$ cat config.mk
export PLATFORM = sky130hd
export DESIGN_NAME = pulse_period_meter
export DESIGN_NICKNAME = d
export VERILOG_FILES = /design/src/rtl/pulse_period_meter_pkg.sv /design/src/rtl/pulse_period_meter.sv
export SDC_FILE = /design/constraint.sdc
export NUM_CORES = 1
export LEC_CHECK = 0
export BUFFER_PORTS_ARGS = -buffer_cell sky130_fd_sc_hd__clkbuf_2
export CORE_AREA = 8 8 137 139
export CTS_CLUSTER_SIZE = 24
export DETAILED_ROUTE_END_ITERATION = 6
export DIE_AREA = 0 0 145 147
export PLACE_DENSITY = 0.53
export SYNTH_ARGS = -nofsm -noshare
export SYNTH_HDL_FRONTEND = slang
export SYNTH_SLANG_ARGS = --single-unit
$ cat constraint.sdc
create_clock -name clk -period 2.2 [get_ports clk]
set_input_delay 0.11 -clock clk [delete_from_list [all_inputs] [get_ports clk]]
set_output_delay 0.11 -clock clk [all_outputs]
set_load 0.02 [all_outputs]
$ cat src/rtl/pulse_period_meter_pkg.sv
// rtl/pulse_period_meter_pkg.sv - shared state encoding and default sizing for the period meter
// Purpose: state encoding and 50 MHz default parameters used by pulse_period_meter.
// Ports: none (package).
package pulse_period_meter_pkg;

  // Measurement states.
  typedef enum logic [1:0] {
    S_WAIT_RISE = 2'd0,  // idle, waiting for the first rising edge
    S_HIGH      = 2'd1,  // signal high, waiting for the fall
    S_LOW       = 2'd2   // signal low, waiting for the closing rise
  } state_t;

  // 2^26 cycles is about 1.34 s at 50 MHz.
  localparam int DEF_CNT_W       = 26;
  // 1 s at 50 MHz.
  localparam int DEF_TIMEOUT_CYC = 50_000_000;

endpackage

$ cat src/rtl/pulse_period_meter.sv
// rtl/pulse_period_meter.sv - measures high time and period from edge strobes
// Purpose: counts clock cycles between edge strobes and reports high time and
//          full period once per complete period; abandons stalled measurements.
// Ports:
//   clk      - system clock (50 MHz)
//   rst_n    - synchronous active-low reset
//   iEn      - measurement enable; low forces idle
//   iPos     - one-cycle rising-edge strobe
//   iNeg     - one-cycle falling-edge strobe
//   oHigh    - last measured high time, cycles
//   oPeriod  - last measured period, cycles
//   oValid   - one-cycle strobe, oHigh/oPeriod updated
//   oTimeout - one-cycle strobe, measurement abandoned
module pulse_period_meter
  import pulse_period_meter_pkg::*;
#(
  parameter int CNT_W       = DEF_CNT_W,
  parameter int TIMEOUT_CYC = DEF_TIMEOUT_CYC
) (
  input  logic             clk,
  input  logic             rst_n,
  input  logic             iEn,
  input  logic             iPos,
  input  logic             iNeg,
  output logic [CNT_W-1:0] oHigh,
  output logic [CNT_W-1:0] oPeriod,
  output logic             oValid,
  output logic             oTimeout
);

  localparam logic [CNT_W-1:0] TIMEOUT_VAL = CNT_W'(TIMEOUT_CYC);
  localparam logic [CNT_W-1:0] ONE         = CNT_W'(1);

  state_t           state, state_next;
  logic [CNT_W-1:0] cnt, cnt_next;
  logic [CNT_W-1:0] high_len, high_len_next;
  logic [CNT_W-1:0] high_next, period_next;
  logic             valid_next, timeout_next;
  logic             pos_only, neg_only, timed_out;

  // Coincident strobes cannot come from a healthy edge detector; treat them as noise.
  assign pos_only  = iPos & ~iNeg;
  assign neg_only  = iNeg & ~iPos;
  // >= rather than == so a fall landing exactly on the limit cannot push the
  // LOW count past the limit and let it run to wrap.
  assign timed_out = (cnt >= TIMEOUT_VAL);

  always_comb begin
    state_next    = state;
    cnt_next      = cnt;
    high_len_next = high_len;
    high_next     = oHigh;
    period_next   = oPeriod;
    valid_next    = 1'b0;
    timeout_next  = 1'b0;

    if (!iEn) begin
      state_next = S_WAIT_RISE;
      cnt_next   = '0;
    end else begin
      case (state)
        S_WAIT_RISE: begin
          if (pos_only) begin
            state_next = S_HIGH;
            cnt_next   = ONE;
          end
        end
        S_HIGH: begin
          if (pos_only) begin
            // Missed fall: restart the high phase from this rise.
            cnt_next = ONE;
          end else if (neg_only) begin
            high_len_next = cnt;
            state_next    = S_LOW;
            cnt_next      = cnt + ONE;
          end else if (timed_out) begin
            timeout_next = 1'b1;
            state_next   = S_WAIT_RISE;
            cnt_next     = '0;
          end else begin
            cnt_next = cnt + ONE;
          end
        end
        S_LOW: begin
          if (pos_only) begin
            // Closing rise also opens the next period, so results are back-to-back.
            high_next   = high_len;
            period_next = cnt;
            valid_next  = 1'b1;
            state_next  = S_HIGH;
            cnt_next    = ONE;
          end else if (timed_out) begin
            timeout_next = 1'b1;
            state_next   = S_WAIT_RISE;
            cnt_next     = '0;
          end else begin
            cnt_next = cnt + ONE;
          end
        end
        default: begin
          state_next = S_WAIT_RISE;
          cnt_next   = '0;
        end
      endcase
    end
  end

  always_ff @(posedge clk) begin
    if (!rst_n) begin
      state    <= S_WAIT_RISE;
      cnt      <= '0;
      high_len <= '0;
      oHigh    <= '0;
      oPeriod  <= '0;
      oValid   <= 1'b0;
      oTimeout <= 1'b0;
    end else begin
      state    <= state_next;
      cnt      <= cnt_next;
      high_len <= high_len_next;
      oHigh    <= high_next;
      oPeriod  <= period_next;
      oValid   <= valid_next;
      oTimeout <= timeout_next;
    end
  end

endmodule

Word level (Yosys, flattened, before mapping). Index checks and enable logic that the tools add are counted.

Bits in registers: 108. Word-level logic and storage cells: 42. Bits of input ports: 5. Output and inout port bits: 54.

Equal/unequal tests: 4. $add $sub $neg: 1. Reduce and logical (&&, ||, !) cells: 6. Bitwise logic cells: 5. Order comparisons: 1. Multiplexer cells: 18.

Operators by type and width (number): 26-bit 2-to-1 mux (5); 26-bit one-hot mux with 3 select lines (1); 26-bit by 1-bit adder with 26-bit output (second input constant) (1); 26-bit greater-or-equal comparator (second input constant) (1); 2-bit 2-to-1 mux (5); 2-bit one-hot mux with 3 select lines (1); 3-bit AND reduction (2); 1-bit 2-to-1 mux (5); 2-bit inequality test (second input constant) (2); 2-bit AND reduction (2); 4-bit AND reduction (1); 1-bit NOT (3); 1-bit AND (2); 2-bit by 1-bit == test with 1-bit output (second input constant) (1); 2-bit == test (second input constant) (1); 2-bit zero test (1); 1-bit one-hot mux with 2 select lines (1).

Logic depth before layout (Yosys ltp). Gate-level depths: netlist of the first run.

Word-level depth: 5. Mapped depth: 10. Mapped depth without buffers: 7.

Least setup slack after synthesis of the first run. OpenSTA, ideal clock, no wires.

Path kind: flip-flop to flip-flop. From: register state[0]. To: register cnt[25]. Buffers on the path: 1. Clock period less this slack: 2.067 ns. Data required time: 2.107 ns. Stages on the path, launching flop included: 9. Arrival: 1.974 ns. Path slack: 0.133 ns. Path through: dfxtp_1 > inv_1 > ha_1 > clkbuf_1 > nor2_1 > nor4_4 > nor4b_4 > nor2_2 > o311ai_2.

Longest elaborated chain between the ends: 2. Elaborated cells on any way between the ends: 5.

RTL lines: start, declared (line pulse_period_meter.sv:34) `state_t state, state_next;`; start signal, assigned (line pulse_period_meter.sv:118) `state <= state_next;`; 2-bit == test (tied with other cells) (line pulse_period_meter.sv:61) `case (state)`; 26-bit one-hot mux with 3 select lines / 2-bit inequality test (equally long branches); end signal, assigned (line pulse_period_meter.sv:119) `cnt <= cnt_next;`; end, declared (line pulse_period_meter.sv:35) `logic [CNT_W-1:0] cnt, cnt_next;`.

Several ways; a longest one is shown, not always the timed one. A chain may end at the register's enable or synchronous reset.

Worst setup path in the final report of the first run.
From: register state[1]. To: register cnt[21].

The elaborated chain is that of the path after synthesis.

==> impl_metrics.yaml, run 1 <==
synthesis:
  ys_async_sr_fraction: 0
  netlist_area_um2: 4910
  synth_top_cell_by_area: "dfxtp_1"
  synthMostInstantiatedCell: "nand2_1"
  synth_edf_count: 0
  syn_avg_cell_area_um2: 8.04
  ys_types: 48
  synth_cells: 611
  ys_seq_area_frac: 0.440
  yosys_warnings: 0
  synth.net_count: 622
  synthTopCellsByArea: "dfxtp_1 (44%), nand2_1 (15%), a21boi_0 (12%)"
  synth_ff_type: "dfxtp_1"
  synth.top_cell.area_share: 0.440
  yosys-top-cells-count: "nand2_1 (191), dfxtp_1 (108), a21boi_0 (78), clkbuf_1 (35), inv_1 (15)"
  ys_seq_elements: 108
floorplan:
  floorplan.initialDensity: 0.293
  die_x_um: 145
  dieArea_um2: 21300
  io_pins: 59
  rows: 48
  die_height_um: 147
  core_um2: 16800
cells_and_area:
  num-nets-final: 688
  area_growth_pct: 22.3
  drive_gt1_frac: 0.196
  diodes: 0
power_and_ir_drop:
  power.leakage_uw: 0.00211
  powerDensity_nw_per_um2: 640
  p_int_uw: 3000
  power_switching_uw: 838
  pwr-share-comb: 0.030
  seqPwrFrac: 0.509
  switching_share: 0.218
  ir_drop_mv: 0.327
  clkPwrFrac: 0.461
place:
  gp_congestion: 0.900
  pre_cts_ws_ns: 0.159
  hpwl_um: 10500
  io_buffers: 58
detailed_routing:
  wl_per_cell_um: 15.8
  drt_iter0_markers: 388
  viasPerCell: 4.93
  ant_nets: 0
  drt-total-wl_um: 14400
  first_pass_iters: 4
  via_count: 4476
  drc_errors: 0
clocking:
  cts_buffer_depth: 2
  post-cts-setup-buffers: 0
  cts_buffers: 9
  clock_latency_ns: 0.36
  cts_tree: "built"
  clk_transition_reported_paths_ns: 0.08
  cts_root_buffer: "clkbuf_16"
  clock-sinks: 108
  htreeDepth: 3
sta:
  setup_tns_ns: 0
  hold_viol: 0
  finalWorstSetupSlack_ns: 0.149
  tightest_slew_ns: 0.580
  fin_crit_sh: 0.932
  finalClockSkew_ns: 0.0113
  finalCriticalPeriod_ns: 2.05
  fmax_ghz: 0.487
  drv_slew: 0
  rsz0062_at_grt: "false"
  setup_violations: 0
  relSlewSlack: 0.610
global_routing:
  grt_pass1_vias: 4433
  grt_pass1_wl_um: 23600
  grt_start_max_net_pins: 75
  grt.overflow.total: 0
  antenna_found_initial: 0
  grtUsageTotal: 0.137
critical_path:
  arrival_ns: 2.34
  crit_path_start_kind: "flip-flop"
  cp_max_fo: 15
  path_class: "flip-flop to flip-flop"
  crit_required_ns: 2.49
  critPathCaptureType: "flip-flop"
min_path:
  min_path_type: "input pin to flip-flop"
flow_run:
  drv_cap: 0
outcome:
  status: "completed"
-- power by group through the flow --
| stage | clock [µW] | sequential [µW] | combinational, µW |
|---|---|---|---|
| after CTS | 1830 | 1960 | 114 |
| after global routing | 1890 | 1960 | 123 |
| after floorplan | 0 | 2000 | 77.5 |
| after detailed placement | 0 | 2000 | 113 |
| after global placement | 0 | 2000 | 112 |
| final | 1770 | 1960 | 114 |
-- critical path, stage by stage (launching register included) --
cell and delay (ns):
dfxtp_1 0.35, inv_1 0.14, ha_1 0.19, nand2_1 0.07, or2_2 0.32, a2111oi_4 0.34
buf_4 0.29, o21bai_1 0.10, a31oi_1 0.17
-- registers in the layout, indices dropped and copies added (netlist names) --
| signal | cells |
|---|---|
| oHigh | 26 |
| state | 2 |
| oValid | 1 |
| high_len | 26 |
| cnt | 26 |
| oTimeout | 1 |
| oPeriod | 26 |
-- worst paths after layout --
check	from	to	slack (ns)	depth (start not counted)
max	state[1]	cnt[21]	0.15	8
min reg2reg	oHigh[2]	oHigh[2]	0.46	2
max reg2reg	state[1]	cnt[21]	0.15	8
min	rst_n	high_len[23]	0.09	2
-- stage by stage --
step                      hold WS (ns)  utilization  instances  instance area [µm²]  total power [µW]
after floorplan                  0.366            -        611                 4910              2080
after global placement           0.456        0.339        891                 5680              2110
after detailed placement         0.458        0.339        891                 5680              2120
after CTS                       0.0797        0.358        907                 6000              3900
after global routing            0.0969        0.358        907                 6010              3970
final                           0.0933        0.358        907                 6010              3840
-- cell usage in the layout (no fill, tap or decap), types with 8 or more instances in the layout --
cell	n
clkbuf_16	9
nand4_1	10
nor3_1	9
nor2_1	14
inv_1	15
dfxtp_1	107
and2_1	9
a41oi_1	12
o22ai_1	10
buf_4	45
o21ai_0	10
nand2_1	191
a31oi_1	8
clkbuf_2	58
a21boi_0	78
nand3_1	13
-- area by class of cell --
type,instances,area (µm²)
well taps,225,282
repair buffers,107,708
flip-flops and latches,108,2160
clock buffers,9,225
clock inverters,7,98.8
inverters,15,56.3
multi-input cells,436,2470
fillers,1760,10800
-- per-layer routing --
metal / wire length (µm) / vias up / share of wire / global-route usage
met3: 650 / 12 / 0.045 / 0.0357
met2: 6690 / 97 / 0.47 / 0.225
met1: 6850 / 2141 / 0.48 / 0.171
met5: 0 / - / 0 / 0
met4: 177 / 0 / 0.012 / 0.0452
li1: - / 2226 / - / -
-- cells by family (layout without fill, tap and decap cells) --
group,count (synthesis),in the layout,synth area share
buffers and inverters,67,138,0.0571
adder cells (fa/ha/maj),6,6,0.0153
AND/OR/NAND/NOR,274,274,0.248
flip-flops,108,108,0.440
multiplexers,1,1,0.00204
AO/OA/AOI/OAI,153,153,0.234
XOR/XNOR,2,2,0.00357
-- timing repair --
action / in CTS / in global routing
endpoints found under the setup margin: 0 / 1
hold buffers: 0 / 0
gates resized for setup: 0 / 1
No activity file was read; power rests on OpenSTA's default activity.
==> inputs of run 2 (changes only) <==
--- a/config.mk
+++ b/config.mk
@@ -6,11 +6,11 @@
 export NUM_CORES = 1
 export LEC_CHECK = 0
 export BUFFER_PORTS_ARGS = -buffer_cell sky130_fd_sc_hd__clkbuf_2
-export CORE_AREA = 8 8 137 139
+export CORE_AREA = 8 8 100 102
 export CTS_CLUSTER_SIZE = 24
 export DETAILED_ROUTE_END_ITERATION = 6
-export DIE_AREA = 0 0 145 147
-export PLACE_DENSITY = 0.53
+export DIE_AREA = 0 0 108 110
+export PLACE_DENSITY = 0.87
 export SYNTH_ARGS = -nofsm -noshare
 export SYNTH_HDL_FRONTEND = slang
 export SYNTH_SLANG_ARGS = --single-unit
==> constraint.sdc (replaced) <==
create_clock -name clk -period 2.5 [get_ports clk]
set_input_delay 0.125 -clock clk [delete_from_list [all_inputs] [get_ports clk]]
set_output_delay 0.125 -clock clk [all_outputs]
set_load 0.02 [all_outputs]
==> impl_metrics.yaml, run 2 (synthesis results as in run 1) <==
detailed_routing:
  wl_per_cell_um: 16.0
  viasPerCell: 5.90
  drt-total-wl_um: 12200
  first_pass_iters: 6
  drc_errors: 0
  via_count: 4502
  ant_nets: 0
  drt_iter0_markers: 326
clocking:
  cts_root_buffer: "clkbuf_8"
  clock-sinks: 108
  cts_tree: "built"
  clock_latency_ns: 0.36
  clk_transition_reported_paths_ns: 0.10
  cts_buffer_depth: 2
  cts_buffers: 9
  holdBufCountCts: 0
  post-cts-setup-buffers: 0
  htreeDepth: 3
  cts_resized: 0
critical_path:
  crit_path_start_kind: "flip-flop"
  critPathCaptureType: "flip-flop"
  worstReg2RegStart: "state[1]"
  path_class: "flip-flop to flip-flop"
  max_stage_delay_ns: 0.36
  crit_required_ns: 2.78
  crit_family: "compound AO/OA/AOI/OAI gates"
  path_buf_inv: 3
  r2r_setup_slack_ns: 0.12
  worstPathCellList: "inv_1 > ha_1 > nand2_1 > or2_2 > a2111oi_4 > buf_4 > buf_4 > o21bai_1 > a31oi_1"
  timing.rr.end: "cnt[2]"
  arrival_ns: 2.66
  crit_path_top_delay_cell: "dfxtp_1"
  cpMostUsedCell: "buf_4"
  crit_cells: 9
  reg2regPathDepth: 9
  cp_max_fo: 12
power_and_ir_drop:
  ir_drop_mv: 0.321
  pwr-share-comb: 0.032
  p_int_uw: 2190
  switching_share: 0.235
  powerDensity_nw_per_um2: 521
  clkPwrFrac: 0.365
  total_power_uw: 2860
  power.leakage_uw: 0.00190
  power_switching_uw: 672
  seqPwrFrac: 0.603
global_routing:
  grt_pass1_wl_um: 20000
  grt_start_max_net_pins: 79
  antenna_found_initial: 0
  grtUsageTotal: 0.207
  grt.overflow.total: 0
  grt_pass1_vias: 4140
sta:
  finalClockSkew_ns: 0.0134
  finalWorstSetupSlack_ns: 0.116
  fin_crit_sh: 0.954
  relSlewSlack: 0.544
  fmax_ghz: 0.419
  tightest_slew_ns: 0.678
  hold_viol: 0
  drv_slew: 0
  finalCriticalPeriod_ns: 2.38
  setup_violations: 0
place:
  pre_cts_ws_ns: 0.184
  gp_congestion: 0.901
  hpwl_um: 8660
  io_buffers: 58
cells_and_area:
  area_growth_pct: 11.8
  nFillCells: 707
  finish.utilization: 0.648
  drive_gt1_frac: 0.162
  num-nets-final: 661
  final_common_cell: "nand2_1"
  diodes: 0
  final_cell_mix: "nand2_1 (191), dfxtp_1 (108), a21boi_0 (78)"
floorplan:
  io_pins: 59
  rows: 34
  dieArea_um2: 11900
  die_height_um: 110
  floorplan.initialDensity: 0.580
  die_x_um: 108
  core_um2: 8470
outcome:
  status: "completed"
min_path:
  worstHoldStart: "iPos"
  min_path_type: "input pin to flip-flop"
  min_path_cells: 4
  min_to: "state[1]"
flow_run:
  drv_cap: 0
[run 2: cell count changes in the layout (fill, tap and decap cells not counted)]
cell	before	now
clkbuf_8	0	11
bufinv_16	2	0
clkbuf_16	9	0
dfxtp_1	107	108
dfxtp_2	1	0
buf_12	4	1
clkinvlp_4	1	0
buf_4	45	21
inv_8	0	1
[run 2: layer usage]
metal  vias up  part of all wire  global-route usage
met5         -                 0                   0
met2       177              0.49               0.352
met4         0             0.020              0.0803
met3        27             0.063              0.0302
li1       2174                 -                   -
met1      2124              0.43               0.259
[run 2: worst max-delay path by stage]
| stage | from | endpoint | slack [ns] |
|---|---|---|---|
| floorplan | state[0] | cnt[25] | 0.43 |
| global placement | state[1] | cnt[13] | 0.36 |
| detailed placement | state[1] | cnt[21] | 0.18 |
| CTS | state[1] | cnt[2] | 0.16 |
| global route | state[1] | cnt[16] | -0.02 |
| finish | state[1] | cnt[2] | 0.12 |
[run 2: cell type report]
type / count / area [µm²] / area share
inverters: 15 / 56.3 / 0.0103
multi-input cells: 436 / 2470 / 0.451
clock buffers: 11 / 151 / 0.0276
repair buffers: 80 / 468 / 0.0853
flip-flops and latches: 108 / 2160 / 0.394
clock inverters: 5 / 42.5 / 0.00775
well taps: 108 / 135 / 0.0246
[run 2: power by group through the flow]
| stage | clock (µW) | combinational [µW] | sequential [µW] |
|---|---|---|---|
| finish | 1040 | 92.5 | 1720 |
| global route | 1130 | 101 | 1720 |
| CTS | 1060 | 91.7 | 1720 |
| detailed placement | 0 | 91.6 | 1760 |
| global placement | 0 | 89.0 | 1760 |
| floorplan | 0 | 68.2 | 1760 |
[run 2: tightest hold or removal path, cell delays in order]
cell and delay, ns:
clkbuf_2 0.13, o22ai_1 0.10, a21oi_1 0.12, nor2_1 0.05
[run 2: stage by stage]
| step | TNS, ns | instance area, µm² | hold WS [ns] | std cells |
|---|---|---|---|---|
| after detailed placement | 0 | 5290 | 0.457 | 746 |
| after CTS | 0 | 5480 | 0.196 | 762 |
| after global placement | 0 | 5290 | 0.452 | 746 |
| final | 0 | 5490 | 0.201 | 763 |
| after floorplan | 0 | 4910 | 0.381 | 611 |
| after global routing | -0.0373 | 5490 | 0.265 | 763 |
